[config.mk]
export PLATFORM = sky130hd
export DESIGN_NAME = seq_divider
export DESIGN_NICKNAME = d
export VERILOG_FILES = /design/src/rtl/div_pkg.sv /design/src/rtl/div_ctrl.sv /design/src/rtl/seq_divider.sv
export SDC_FILE = /design/constraint.sdc
export NUM_CORES = 1
export LEC_CHECK = 0
export ABC_CLOCK_PERIOD_IN_PS = 4330
export CELL_PAD_IN_SITES_DETAIL_PLACEMENT = 1
export CELL_PAD_IN_SITES_GLOBAL_PLACEMENT = 2
export CORE_ASPECT_RATIO = 1.1
export CORE_MARGIN = 3
export CORE_UTILIZATION = 34
export CTS_CLUSTER_SIZE = 40
export DETAILED_ROUTE_END_ITERATION = 10
export PLACE_DENSITY = 0.82
export SLEW_MARGIN = 10
export SYNTH_ARGS = -nofsm -noshare
export SYNTH_HDL_FRONTEND = slang
export SYNTH_SLANG_ARGS = --single-unit
export TNS_END_PERCENT = 5
[constraint.sdc]
create_clock -name clock -period 4.33 [get_ports clock]
set_input_delay 1.0825 -clock clock [delete_from_list [all_inputs] [get_ports clock]]
set_output_delay 1.0825 -clock clock [all_outputs]
set_load 0.01 [all_outputs]
[src/rtl/div_pkg.sv]
// Shared encodings and default sizes for the sequential restoring divider.
// Consumed by seq_divider (datapath, optional Div_zero under DIV_ZERO_FLAG_EN) and div_ctrl.
package div_pkg;

  localparam int DP_WIDTH_DEFAULT = 5;
  localparam int BC_SIZE_DEFAULT  = 3;

  typedef enum logic [2:0] {
    S_idle  = 3'b001,
    S_shift = 3'b010,
    S_sub   = 3'b100
  } state_t;

endpackage

[src/rtl/div_ctrl.sv]
// Control FSM for the restoring divider: sequences load, alternating shift/subtract
// steps, and owns the registered Ready flag.
module div_ctrl
  import div_pkg::*;
(
  input  logic clock,
  input  logic reset_b,
  input  logic Start,
  input  logic Zero,
  input  logic Ovf_detect,
  output logic Load_regs,
  output logic Shift_regs,
  output logic Sub_regs,
  output logic Ready
);

  state_t state_q;
  logic   ready_q;

  // Ready is registered alongside the state so it is high exactly in S_idle.
  always_ff @(posedge clock or negedge reset_b) begin
    if (!reset_b) begin
      state_q <= S_idle;
      ready_q <= 1'b1;
    end else begin
      case (state_q)
        S_idle: begin
          if (Start && !Ovf_detect) begin
            state_q <= S_shift;
            ready_q <= 1'b0;
          end
        end
        S_shift: begin
          state_q <= S_sub;
          ready_q <= 1'b0;
        end
        S_sub: begin
          if (Zero) begin
            state_q <= S_idle;
            ready_q <= 1'b1;
          end else begin
            state_q <= S_shift;
            ready_q <= 1'b0;
          end
        end
        default: begin
          state_q <= S_idle;
          ready_q <= 1'b1;
        end
      endcase
    end
  end

  assign Load_regs  = (state_q == S_idle) && Start && !Ovf_detect;
  assign Shift_regs = (state_q == S_shift);
  assign Sub_regs   = (state_q == S_sub);
  assign Ready      = ready_q;

endmodule

[src/rtl/seq_divider.sv]
// Sequential restoring divider: 2*dp_width-bit dividend by dp_width-bit divisor.
// Define DIV_ZERO_FLAG_EN to add the Div_zero output flag.
module seq_divider
  import div_pkg::*;
#(
  parameter int dp_width = DP_WIDTH_DEFAULT,
  parameter int BC_size  = BC_SIZE_DEFAULT
) (
  input  logic                    clock,
  input  logic                    reset_b,
  input  logic                    Start,
  input  logic [2*dp_width-1:0]   Dividend,
  input  logic [dp_width-1:0]     Divisor,
  output logic [dp_width-1:0]     Quotient,
  output logic [dp_width-1:0]     Remainder,
  output logic                    Ready,
`ifdef DIV_ZERO_FLAG_EN
  output logic                    Div_zero,
`endif
  output logic                    Overflow
);

  logic [dp_width-1:0] a_q, q_q, b_q;
  logic                e_q;
  logic [BC_size-1:0]  p_q;
  logic                overflow_q;

  logic                loadRegs, shiftRegs, subRegs;
  logic                ovfDetect, countZero, subOk;
  logic [dp_width-1:0] diffLow;

  // A quotient only fits when the upper dividend half is below the divisor.
  assign ovfDetect = (Dividend[2*dp_width-1:dp_width] >= Divisor);
  assign countZero = (p_q == '0);
  assign subOk     = ({e_q, a_q} >= {1'b0, b_q});
  assign diffLow   = a_q - b_q;

  div_ctrl u_ctrl (
    .clock      (clock),
    .reset_b    (reset_b),
    .Start      (Start),
    .Zero       (countZero),
    .Ovf_detect (ovfDetect),
    .Load_regs  (loadRegs),
    .Shift_regs (shiftRegs),
    .Sub_regs   (subRegs),
    .Ready      (Ready)
  );

  always_ff @(posedge clock or negedge reset_b) begin
    if (!reset_b) begin
      a_q        <= '0;
      q_q        <= '0;
      b_q        <= '0;
      e_q        <= 1'b0;
      p_q        <= '0;
      overflow_q <= 1'b0;
    end else if (loadRegs) begin
      a_q        <= Dividend[2*dp_width-1:dp_width];
      q_q        <= Dividend[dp_width-1:0];
      b_q        <= Divisor;
      e_q        <= 1'b0;
      p_q        <= BC_size'(dp_width);
      overflow_q <= 1'b0;
    end else if (Ready && Start) begin
      overflow_q <= 1'b1;
    end else if (shiftRegs) begin
      {e_q, a_q, q_q} <= {a_q, q_q, 1'b0};
      p_q             <= p_q - BC_size'(1);
    end else if (subRegs) begin
      // Low bits of {E,A}-{0,B} equal A-B modulo 2**dp_width.
      if (subOk) begin
        a_q    <= diffLow;
        q_q[0] <= 1'b1;
      end
      e_q <= 1'b0;
    end
  end

`ifdef DIV_ZERO_FLAG_EN
  logic divZero_q;

  always_ff @(posedge clock or negedge reset_b) begin
    if (!reset_b) begin
      divZero_q <= 1'b0;
    end else if (Ready && Start) begin
      divZero_q <= (Divisor == '0);
    end
  end

  assign Div_zero = divZero_q;
`endif

  assign Quotient  = q_q;
  assign Remainder = a_q;
  assign Overflow  = overflow_q;

endmodule

# After elaboration in Yosys (flattened, before gate mapping)
# Cells that the tools add are included.
# totals
word_cells	57
out_inout_bits	12
rom_bits	0
in_bits	18
register_bits	24
n_memories	0
latchBits	0
mem_bits_rw	0
# classes
n_reduce_logical	13
eq_ne	5
n_shift	0
addsub	2
bitwise_logic	0
order_cmp	2
muxes	26
mul	0
n_div	0
# ops
operator	n
$mux W5	7
$mux W3	4
$mux W1	11
$pmux W3 S3	1
$ge A6 B5 Y1	1
$reduce_bool A3 Y1	2
$ge A5 B5 Y1	1
$sub A5 B5 Y5	1
$logic_and A1 B1 Y1	4
$mux W4	1
$reduce_and A2 Y1	2
$reduce_bool A2 Y1	2
$eq A3 B1 Y1 const B	1
$eq A3 B2 Y1 const B	1
$eq A3 B3 Y1 const B	1
$logic_not A3 Y1	1
$pmux W1 S3	1
$reduce_and A3 Y1	1
$sub A3 B1 Y3 const B	1
$mux W2	1
$ne A2 B1 Y1 const B	1
$ne A2 B2 Y1 const B	1
$logic_not A1 Y1	1

# Logic depth before layout (Yosys ltp)
# Gate-level depths: netlist of run 1.
# depth
word_depth	6
mapped_depth	9
depth_no_buf	9

# Cells and area by module
# From an unflattened synthesis of run 1, not the netlist that was laid out.
# hier_totals
cells_unflattened	156
area_unflattened_um2	1500.2
# by_module_without_submodules
module	seq_area_each_um2	area_each_um2	cells_each	n_inst
seq_divider	500.5	1287.5	137	1
div_ctrl	102.6	212.7	19	1

# Least setup slack after synthesis of run 1
# No wires, ideal clock.
# synth_timing
path_kind	input port to flip-flop
startpoint	input Divisor[2]
endpoint	register b_q[0]
required_time_ps	4205
path_buffers	0
cell_stages	7
setup_time_ps	125
arrival_ps	2419
setup_slack_ps	1786
cell_sequence	inv_1 ha_1 a21o_1 a31oi_1 o21ai_1 nor2_1 mux2_2
# synth_between
elab_chain_cells	3
# synth_rtl
element	line	text
start: declaration	seq_divider.sv:13	input logic [dp_width-1:0] Divisor,
$ge A5 B5 Y1	seq_divider.sv:33	assign ovfDetect = (Dividend[2*dp_width-1:dp_width] >= Divisor);
$logic_not A1 Y1	div_ctrl.sv:54	assign Load_regs = (state_q == S_idle) && Start && !Ovf_detect;
$logic_and A1 B1 Y1	div_ctrl.sv:54	
end signal: assignment	seq_divider.sv:61	b_q <= Divisor;
end: declaration	seq_divider.sv:23	logic [dp_width-1:0] a_q, q_q, b_q;
# Every way passes these cells.
# A chain may end at the register's enable or synchronous reset.

# Final worst setup path of run 1
# layout_timing
startpoint	input Divisor[2]
endpoint	register a_q[2] (netlist: Remainder[2])
# layout_between
elab_chain_cells	5
word_cells_on_any_way	8
cone_classes	order compare: 1; eq/ne: 1; mux: 1; reduce/logical: 5
# layout_rtl
element	line	text
$ge A5 B5 Y1 *	seq_divider.sv:33	
$logic_not A1 Y1 *	div_ctrl.sv:54	
$logic_and A1 B1 Y1 *	div_ctrl.sv:54	
$ne A2 B2 Y1 (no source line) or $reduce_bool A3 Y1 (tied branches)	--	
$reduce_and A3 Y1 (no source line)	--	
end signal: assignment	seq_divider.sv:59	a_q <= Dividend[2*dp_width-1:dp_width];
end signal: assignment	seq_divider.sv:68	{e_q, a_q, q_q} <= {a_q, q_q, 1'b0};
end signal: assignment	seq_divider.sv:73	a_q <= diffLow;
end: declaration	seq_divider.sv:23	
# Mark *: on every way between the ends. The rest lies on a longest branch, timed or not.

==> metrics.txt, run 1 <==
run status finished clean; Yosys top cell area share 34.8%; Initial DRC Count 42; Final Max Tran Viols 0; WL/cell 18.2 um; post-synth cell types 51; synthesized instance count 166; Port Buffers 29; DR vias/cell 5.68; Worst-Margin Slew 710 ps; ys async rst share 100%; PD cells 616 nW/um^2; vias in the first global route 1,450; I/O Pins 30; Worst-path clk slew 80 ps; Root Driver clkbuf_8; clock power share 11.8%; Critical Path, Cell by Cell clkdlybuf4s50_1 > inv_1 > ha_1 > a21o_1 > a31oi_1 > o21a_1 > a21oi_1 > o32a_1; Peak VDD IR 255 uV; hold buffers post-CTS 0; synthesized net count 197; Setup Skew 8.71 ps; DP HPWL 3.48 mm; Post-route DRC 0; top_reg_cell synth dfrtp_1; latest clock arrival within the worst-skew pair 280 ps; area delta synth->final 23.0%; leakage 0.843 nW; Comb pwr share 54.3%; fmax 297 MHz; Site Rows 25; Initial Util 35.9%; Psw 0.000508 W; top cell type by total area after synthesis dfrtp_1; mapped cell area 1580 sq um; CTS tree built; Max Cap Viol 0; die area 5510 sq um; Final Wtd Congestion 0.787; top cells by area, synth dfrtp_1 (35%), ha_1 (9.5%), nand3_1 (4.4%); Sw Ratio 42.4%; Post-CTS Resized 0; Worst setup EP type flip-flop; largest net degree at the start of global routing 25; maximum fanout along the worst path 19; Critical Path AT 3520 ps; CP Class in -> reg; final wirelength 4.52 mm; Final Hold Viols 0; Sink Count 24; Initial DRT Pass Iterations 4; number of synthesized flops with an enable pin 0; Yosys reg bits 24; Via Count 1,408; ANT cells 0; initial antenna violation count 0; Hold Path Class reg -> reg; GR Overflow Total 0; setup bufs post-CTS 0; synth warn 0; mean area per synthesized cell 9.54 sq um; DIE HEIGHT 77.6 um; Tot GR Track Use 17.2%; critical path's slowest cell o21a_1; Critical Path Start Type primary input; Int Power 0.000691 W; worst-case clock buffer depth 2; share of cells above drive strength 1 8.76%; Seq/Total Area, Yosys 38.1%; Req. time, crit path 4490 ps; Tcrit/Tclk final 77.7%; sequential share of power 33.9%; Max-slew headroom 52.7%; unrepaired setup endpoints after global routing no; Util after Layout 44.2%; Finish-stage setup viols 0; first-pass GRT wire length 7.42 mm; Max H-tree Level 1; core area 4410 sq um; slowest stage delay, CP 610 ps; Num CTS Buffers 3; Nets 226; Routed Antenna Nets 0; Setup TNS 0 ps; die width 71.1 um; final worst path period need 3370 ps
path summary, 6_finish.rpt:
path | startpoint | end | slack, ps | cells after the start
min in group asynchronous | reset_b | b_q[0] | 790 | 1
worst min register to register | Overflow | Overflow | 510 | 1
worst max register to register | Remainder[0] | Remainder[2] | 1950 | 9
worst max-delay path | Divisor[2] | Remainder[2] | 960 | 8
max in group asynchronous | reset_b | p_q[2] | 3150 | 1
worst min-delay path | Overflow | Overflow | 510 | 1
worst max-delay path, delay by kind of cell:
family / cells / cell delay [ps]
buffers and inverters: 2 / 530
AOI/OAI and AO/OA: 5 / 1620
adders and majority gates: 1 / 290
Yosys cell counts, types with 2 or more instances:
cell	n
o32a_1	2
o21ai_0	11
nand2_1	15
nand3_1	14
mux2i_1	4
a41oi_1	2
nor2_1	5
o221ai_1	3
a2111oi_0	2
xor2_1	2
a2bb2oi_1	2
buf_6	2
o21ai_1	2
o21a_1	2
a21oi_1	6
o211a_1	2
o22ai_1	2
nand3b_1	2
dfstp_2	2
ha_1	12
inv_1	15
and2_1	3
nand2b_1	3
dfrtp_1	22
buf_2	3
layout by cell type, fill, tap and decap left out, drive strengths merged, types with 4 or more instances in the layout:
cell type | netlist | final
inv | 16 | 16
mux2i | 4 | 4
clkdlybuf4s50 | 0 | 28
clkbuf | 0 | 4
dfrtp | 22 | 22
nand2 | 16 | 16
nor2 | 6 | 6
o21ai | 14 | 14
ha | 12 | 12
nand3 | 14 | 14
a21oi | 7 | 7
layer usage:
layer  share of wire [%]  vias to the layer above  GRT usage (%)  routed length [um]
li1                    -                      661              -                   -
met1                  47                      715           23.1                2120
met2                  49                       28           28.8                2220
met3                 3.1                        4           2.72                 138
met4                0.88                        0           3.95                  40
met5                   0                        -              0                   0
flip-flops by register name, indices dropped and copies added (netlist names):
signal	flops
b_q	5
u_ctrl.Ready	1
u_ctrl.state_q	3
e_q	1
Overflow	1
Remainder	5
p_q	3
Quotient	5
area by class of cell:
class	count	area [sq um]
multi-input combinational	120	880
tap	54	67.6
sequential	24	603
fill	515	2460
inverter	16	60.1
clock buffer	4	45.0
timing repair buffer	30	293
cell families (layout without fill, tap and decap cells):
logic type,count (synthesis),after routing,share of synthesized area (%)
AO/OA/AOI/OAI,48,48,22.0
XOR/XNOR,3,3,1.66
adder cells (fa/ha/maj),13,13,10.7
buffers and inverters,22,50,6.40
flip-flops,24,24,38.1
multiplexers,5,5,3.24
AND/OR/NAND/NOR,51,51,17.9
metrics by stage:
step	std cells	total power (W)	setup slack (ps)	area, sq um	hold WS [ps]
detailed placement	244	0.00106	702	1910	500
floorplan	166	0.000800	1790	1580	474
finish	248	0.00120	965	1950	512
CTS	248	0.00121	992	1950	520
global placement	244	0.00104	827	1910	477
global route	248	0.00129	841	1950	541
power groups by stage:
stage / Sequential [W] / Clock [W] / Combinational [W]
global placement: 0.000403 / 0 / 0.000634
detailed placement: 0.000411 / 0 / 0.000651
global route: 0.000422 / 0.000157 / 0.000716
floorplan: 0.000413 / 0 / 0.000387
finish: 0.000406 / 0.000142 / 0.000651
CTS: 0.000407 / 0.000147 / 0.000655
Power figures use the tool's default switching activity.
==> run 2: changes to the inputs <==
- ABC_CLOCK_PERIOD_IN_PS: 4330 -> 2800
- CORE_UTILIZATION: 34 -> 29
- PLACE_DENSITY: 0.82 -> 0.74
- clock period: 4.33 -> 2.8 ns (I/O delays scaled with it)
==> run 2 against run 1 <==
Highest routed layer unchanged. Sequential cell count did not move. Critical endpoint is now Remainder[0]. Combinational power up 58%. First-iteration DRC count shrank 21%.
==> metrics.txt, run 2 (same netlist as run 1, synthesis figures left out) <==
run status finished clean; Tot GR Track Use 15.9% (-1.2 points); Hold Path Class reg -> reg; Final Hold Viols 0 (unchanged); design area 2030 sq um (+4.3%); worst hold path startpoint Overflow; Num CTS Buffers 3 (unchanged); Critical Path AT 2750 ps (-770 ps); hold buffers post-CTS 0 (unchanged); worst r2r src Remainder[0]; first-pass GRT wire length 8.18 mm (+10%); core area 5130 sq um (+16%); Via Count 1,405 (-0.21%); share of cells above drive strength 1 10.6% (+1.8 points); Initial DRT Pass Iterations 4 (unchanged); Setup Skew 9.85 ps (+1.13 ps); GR Overflow Total 0 (unchanged); die area 6390 sq um (+16%); Max H-tree Level 1 (unchanged); maximum fanout along the worst path 5 (-14); setup bufs post-CTS 0 (unchanged); unrepaired setup endpoints after global routing no; latest clock arrival within the worst-skew pair 280 ps (about the same); worst-case clock buffer depth 2 (unchanged); flop-to-flop setup slack 420 ps (-1530 ps); DP HPWL 3.64 mm (+4.7%); Post-route DRC 0 (unchanged); Worst-path clk slew 100 ps (+20 ps); most common cell after layout, fill and taps aside clkdlybuf4s50_1; Site Rows 27 (+8.0%); Max Cap Viol 0 (unchanged); Max-slew headroom 51.2% (-1.5 points); final worst path period need 2590 ps; Tcrit/Tclk final 92.4%; Finish-stage setup viols 0 (unchanged); Placed Area 1960 sq um (+2.8%); Routed Antenna Nets 0 (unchanged); DR vias/cell 5.20 (-8.3%); CTS tree built; Req. time, crit path 2960 ps (-1530 ps); critical path's slowest cell clkdlybuf4s50_1; Critical Path, Cell by Cell clkdlybuf4s50_1 > inv_1 > ha_1 > a21o_1 > a31oi_1 > o21a_1 > a21oi_1 > o32a_1; die width 76.5 um (+7.6%); Hold Slack 501 ps (-11.0 ps); Nets 230 (+1.8%); ANT cells 0 (unchanged); CP Launch Point Divisor[2]; largest net degree at the start of global routing 25 (unchanged); I/O Pins 30 (unchanged); Worst setup EP type flip-flop; Initial Util 30.8% (-5.1 points); final wirelength 4.68 mm (+3.4%); DIE HEIGHT 83.5 um (+7.6%); Final Max Tran Viols 0 (unchanged); final worst slack 213 ps (-752 ps); area delta synth->final 28.3%; PD cells 969 nW/um^2 (+57%); Final Wtd Congestion 0.787 (unchanged); most frequent cells in the layout clkdlybuf4s50_1 (29), dfrtp_1 (22), inv_1 (15), nand2_1 (15), nand3_1 (14); leakage 0.876 nW (+3.8%); WL/cell 17.3 um (-5.0%); slowest stage delay, CP 480 ps (-130 ps); Util after Layout 39.6% (-4.6 points); Peak VDD IR 378 uV (+48%); CP Class in -> reg; Post-CTS Resized 0 (unchanged); vias in the first global route 1,587 (+9.4%); pre-CTS setup slack -68.1 ps (-771 ps); Initial DRC Count 33 (-21%); Worst-Margin Slew 733 ps (+22.9 ps); Port Buffers 29 (unchanged); fmax 387 MHz; Critical Path Start Type primary input; initial antenna violation count 0 (unchanged); Root Driver clkbuf_8; Sink Count 24 (unchanged)
[run 2: worst paths after layout]
kind | endpoint | depth (start not counted)
worst max-delay path | Remainder[0] | 8
max in group asynchronous | u_ctrl.state_q[0] | 2
worst max register to register | Remainder[1] | 9
worst min-delay path | Overflow | 1
min in group asynchronous | Remainder[1] | 2
worst min register to register | Overflow | 1
[run 2: final cells by class]
type | count | area [sq um]
clock inverter | 1 | 30.0
clock buffer | 3 | 41.3
timing repair buffer | 34 | 328
fill | 606 | 3100
sequential | 24 | 603
inverter | 16 | 60.1
tap | 72 | 90.1
multi-input combinational | 120 | 880
[run 2: worst max-delay path: cells and delay by family]
kind	cells	cell delay (ps)
compound gates	5	1230
buf+inv	2	530
fa+ha+maj	1	290
[run 2: power by group]
group / total [W] / internal [W] / leakage (nW) / switching, W
combinational: 0.00103 / 0.000476 / 0.556 / 0.000549
clock: 0.000318 / 0.000192 / 0.0357 / 0.000126
sequential: 0.000625 / 0.000496 / 0.284 / 0.000128
total: 0.00197 / 0.00116 / 0.876 / 0.000804
[run 2: layer usage]
metal  GRT usage [%]  share of wire, %  vias to the layer above  wire length (um)
met2            27.9                51                       24              2380
li1                -                 -                      666                 -
met4            5.77               2.2                        0               103
met3            2.38               3.0                        9               141
met5               0                 0                        -                 0
met1            19.8                44                      706              2050
[run 2: through the flow]
| stage | TNS, ps | instances | total power (W) |
|---|---|---|---|
| after CTS | 0 | 270 | 0.00199 |
| after floorplan | 0 | 166 | 0.00124 |
| after detailed placement | -203 | 266 | 0.00166 |
| final | 0 | 270 | 0.00197 |
| after global placement | -27.4 | 266 | 0.00163 |
| after global routing | 0 | 270 | 0.00214 |
==> run 3: changes to the inputs <==
- MAX_ROUTING_LAYER: not set -> met4
==> run 3 against run 2 <==
Global-route usage rose by 0.45 points. Combinational power barely moved. Worst hold slack better by 0.66 ps. Fmax up 0.16%. First-iteration DRC count grew 27%. Cell count unchanged. Via count grew 0.36%. Worst setup slack gained 4.1 ps. Cell area did not move. Non-clock buffer count unchanged. Critical endpoint unchanged. Largest power group unchanged. Highest routed layer unchanged.
==> metrics.txt, run 3 (same netlist as run 1, synthesis figures left out) <==
core area 5130 sq um (unchanged); hold buffers post-CTS 0 (unchanged); Via Count 1,410 (+0.36%); Initial DRC Count 42 (+27%); Max Cap Viol 0 (unchanged); Initial DRT Pass Iterations 4 (unchanged); Port Buffers 29 (unchanged); Critical Path Start Type primary input; initial antenna violation count 0 (unchanged); design area 2030 sq um (unchanged); Worst-Margin Slew 712 ps (-21.2 ps); Post-route DRC 0 (unchanged); share of cells above drive strength 1 10.6% (unchanged); CP Launch Point Divisor[2]; I/O Pins 30 (unchanged); latest clock arrival within the worst-skew pair 280 ps (about the same); CTS tree built; fmax 387 MHz (+0.16%); WL/cell 17.4 um (+0.28%); setup bufs post-CTS 0 (unchanged); Worst-path clk slew 100 ps (about the same); Tot GR Track Use 16.4% (+0.45 points); largest net degree at the start of global routing 25 (unchanged); Final Wtd Congestion 0.798 (+1.4%); Site Rows 27 (unchanged); run status finished clean; worst r2r src Remainder[0]; die area 6390 sq um (unchanged); Setup Skew 10.4 ps (+0.571 ps); Post-CTS Resized 0 (unchanged); PD cells 969 nW/um^2 (about the same); Routed Antenna Nets 0 (unchanged); Nets 230 (unchanged); Root Driver clkbuf_8; flop-to-flop setup slack 410 ps (about the same); Sink Count 24 (unchanged); die width 76.5 um (unchanged); Num CTS Buffers 3 (unchanged); r2r worst-path depth 9 (unchanged); CP Class in -> reg; DR vias/cell 5.22 (+0.36%); final worst path period need 2580 ps (-4.08 ps); Max H-tree Level 1 (unchanged); maximum fanout along the worst path 5 (unchanged); Placed Area 1960 sq um (unchanged); DIE HEIGHT 83.5 um (unchanged); most frequent cells in the layout clkdlybuf4s50_1 (29), dfrtp_1 (22), inv_1 (15), nand2_1 (15), nand3_1 (14); first-pass GRT wire length 8.18 mm (about the same); most common cell after layout, fill and taps aside clkdlybuf4s50_1; Final Hold Viols 0 (unchanged); capturing point of the worst reg2reg path Remainder[1]; GR Overflow Total 0 (unchanged); final wirelength 4.69 mm (+0.28%); Tcrit/Tclk final 92.3% (-0.15 points); area delta synth->final 28.3% (unchanged); Setup TNS 0 ps (unchanged); Worst setup EP type flip-flop; Initial Util 30.8% (unchanged); Max-slew headroom 52.6% (+1.4 points); DP HPWL 3.64 mm (unchanged); Setup crit end Remainder[0]; unrepaired setup endpoints after global routing no; Peak VDD IR 377 uV (-0.41%); total power 0.00197 W (about the same); Finish-stage setup viols 0 (unchanged); worst-case clock buffer depth 2 (unchanged); Hold Path Class reg -> reg; vias in the first global route 1,584 (-0.19%); Critical Path AT 2750 ps (about the same); ANT cells 0 (unchanged); Req. time, crit path 2960 ps (about the same); leakage 0.876 nW (unchanged); fillcell total 606 (unchanged); Final Max Tran Viols 0 (unchanged); Hold Slack 501 ps (+0.658 ps)
[run 3: cell counts in the layout (fill, tap and decap cells not counted)]
Identical to the previous run, type by type.
[run 3: layer usage]
| layer | global-route usage [%] | wire [um] | part of all wire, % | vias up |
|---|---|---|---|---|
| li1 | - | - | - | 669 |
| met1 | 19.8 | 2030 | 43 | 703 |
| met2 | 27.9 | 2390 | 51 | 29 |
| met3 | 2.27 | 164 | 3.5 | 9 |
| met4 | 5.77 | 102 | 2.2 | 0 |
| met5 | - | 0 | 0 | - |
[run 3: where the power goes]
group          switching (W)  internal, W
Sequential          0.000128     0.000496
Clock               0.000130     0.000192
Combinational       0.000547     0.000476
Total               0.000806      0.00116
[run 3: worst min path at each step]
stage	from	to	slack, ps	cells after the start
after floorplan	reset_b	Overflow	400	0
after global placement	Overflow	Overflow	480	1
after detailed placement	Overflow	Overflow	480	1
after CTS	Overflow	Overflow	500	1
after global routing	Overflow	Overflow	540	1
final	Overflow	Overflow	500	1
[run 3: cell type report]
cell class              instances  area, sq um  share of cell area [%]
clock buffers                   3         41.3                    2.03
clock inverters                 1         30.0                    1.48
inverters                      16         60.1                    2.96
multi-input cells             120          880                    43.3
flip-flops and latches         24          603                    29.7
well taps                      72         90.1                    4.43
repair buffers                 34          328                    16.1
[run 3: critical path: stages]
cell	delay, ps
clkdlybuf4s50_1	480
inv_1	50
ha_1	280
a21o_1	180
a31oi_1	190
o21a_1	290
a21oi_1	170
o32a_1	400
[run 3: per-stage QoR]
step	utilization [%]	setup slack [ps]	cells
after CTS	39.6	210	270
after global placement	38.2	-23.3	266
after detailed placement	38.2	-68.1	266
final	39.6	217	270
after floorplan	-	639	166
after global routing	39.6	52.8	270
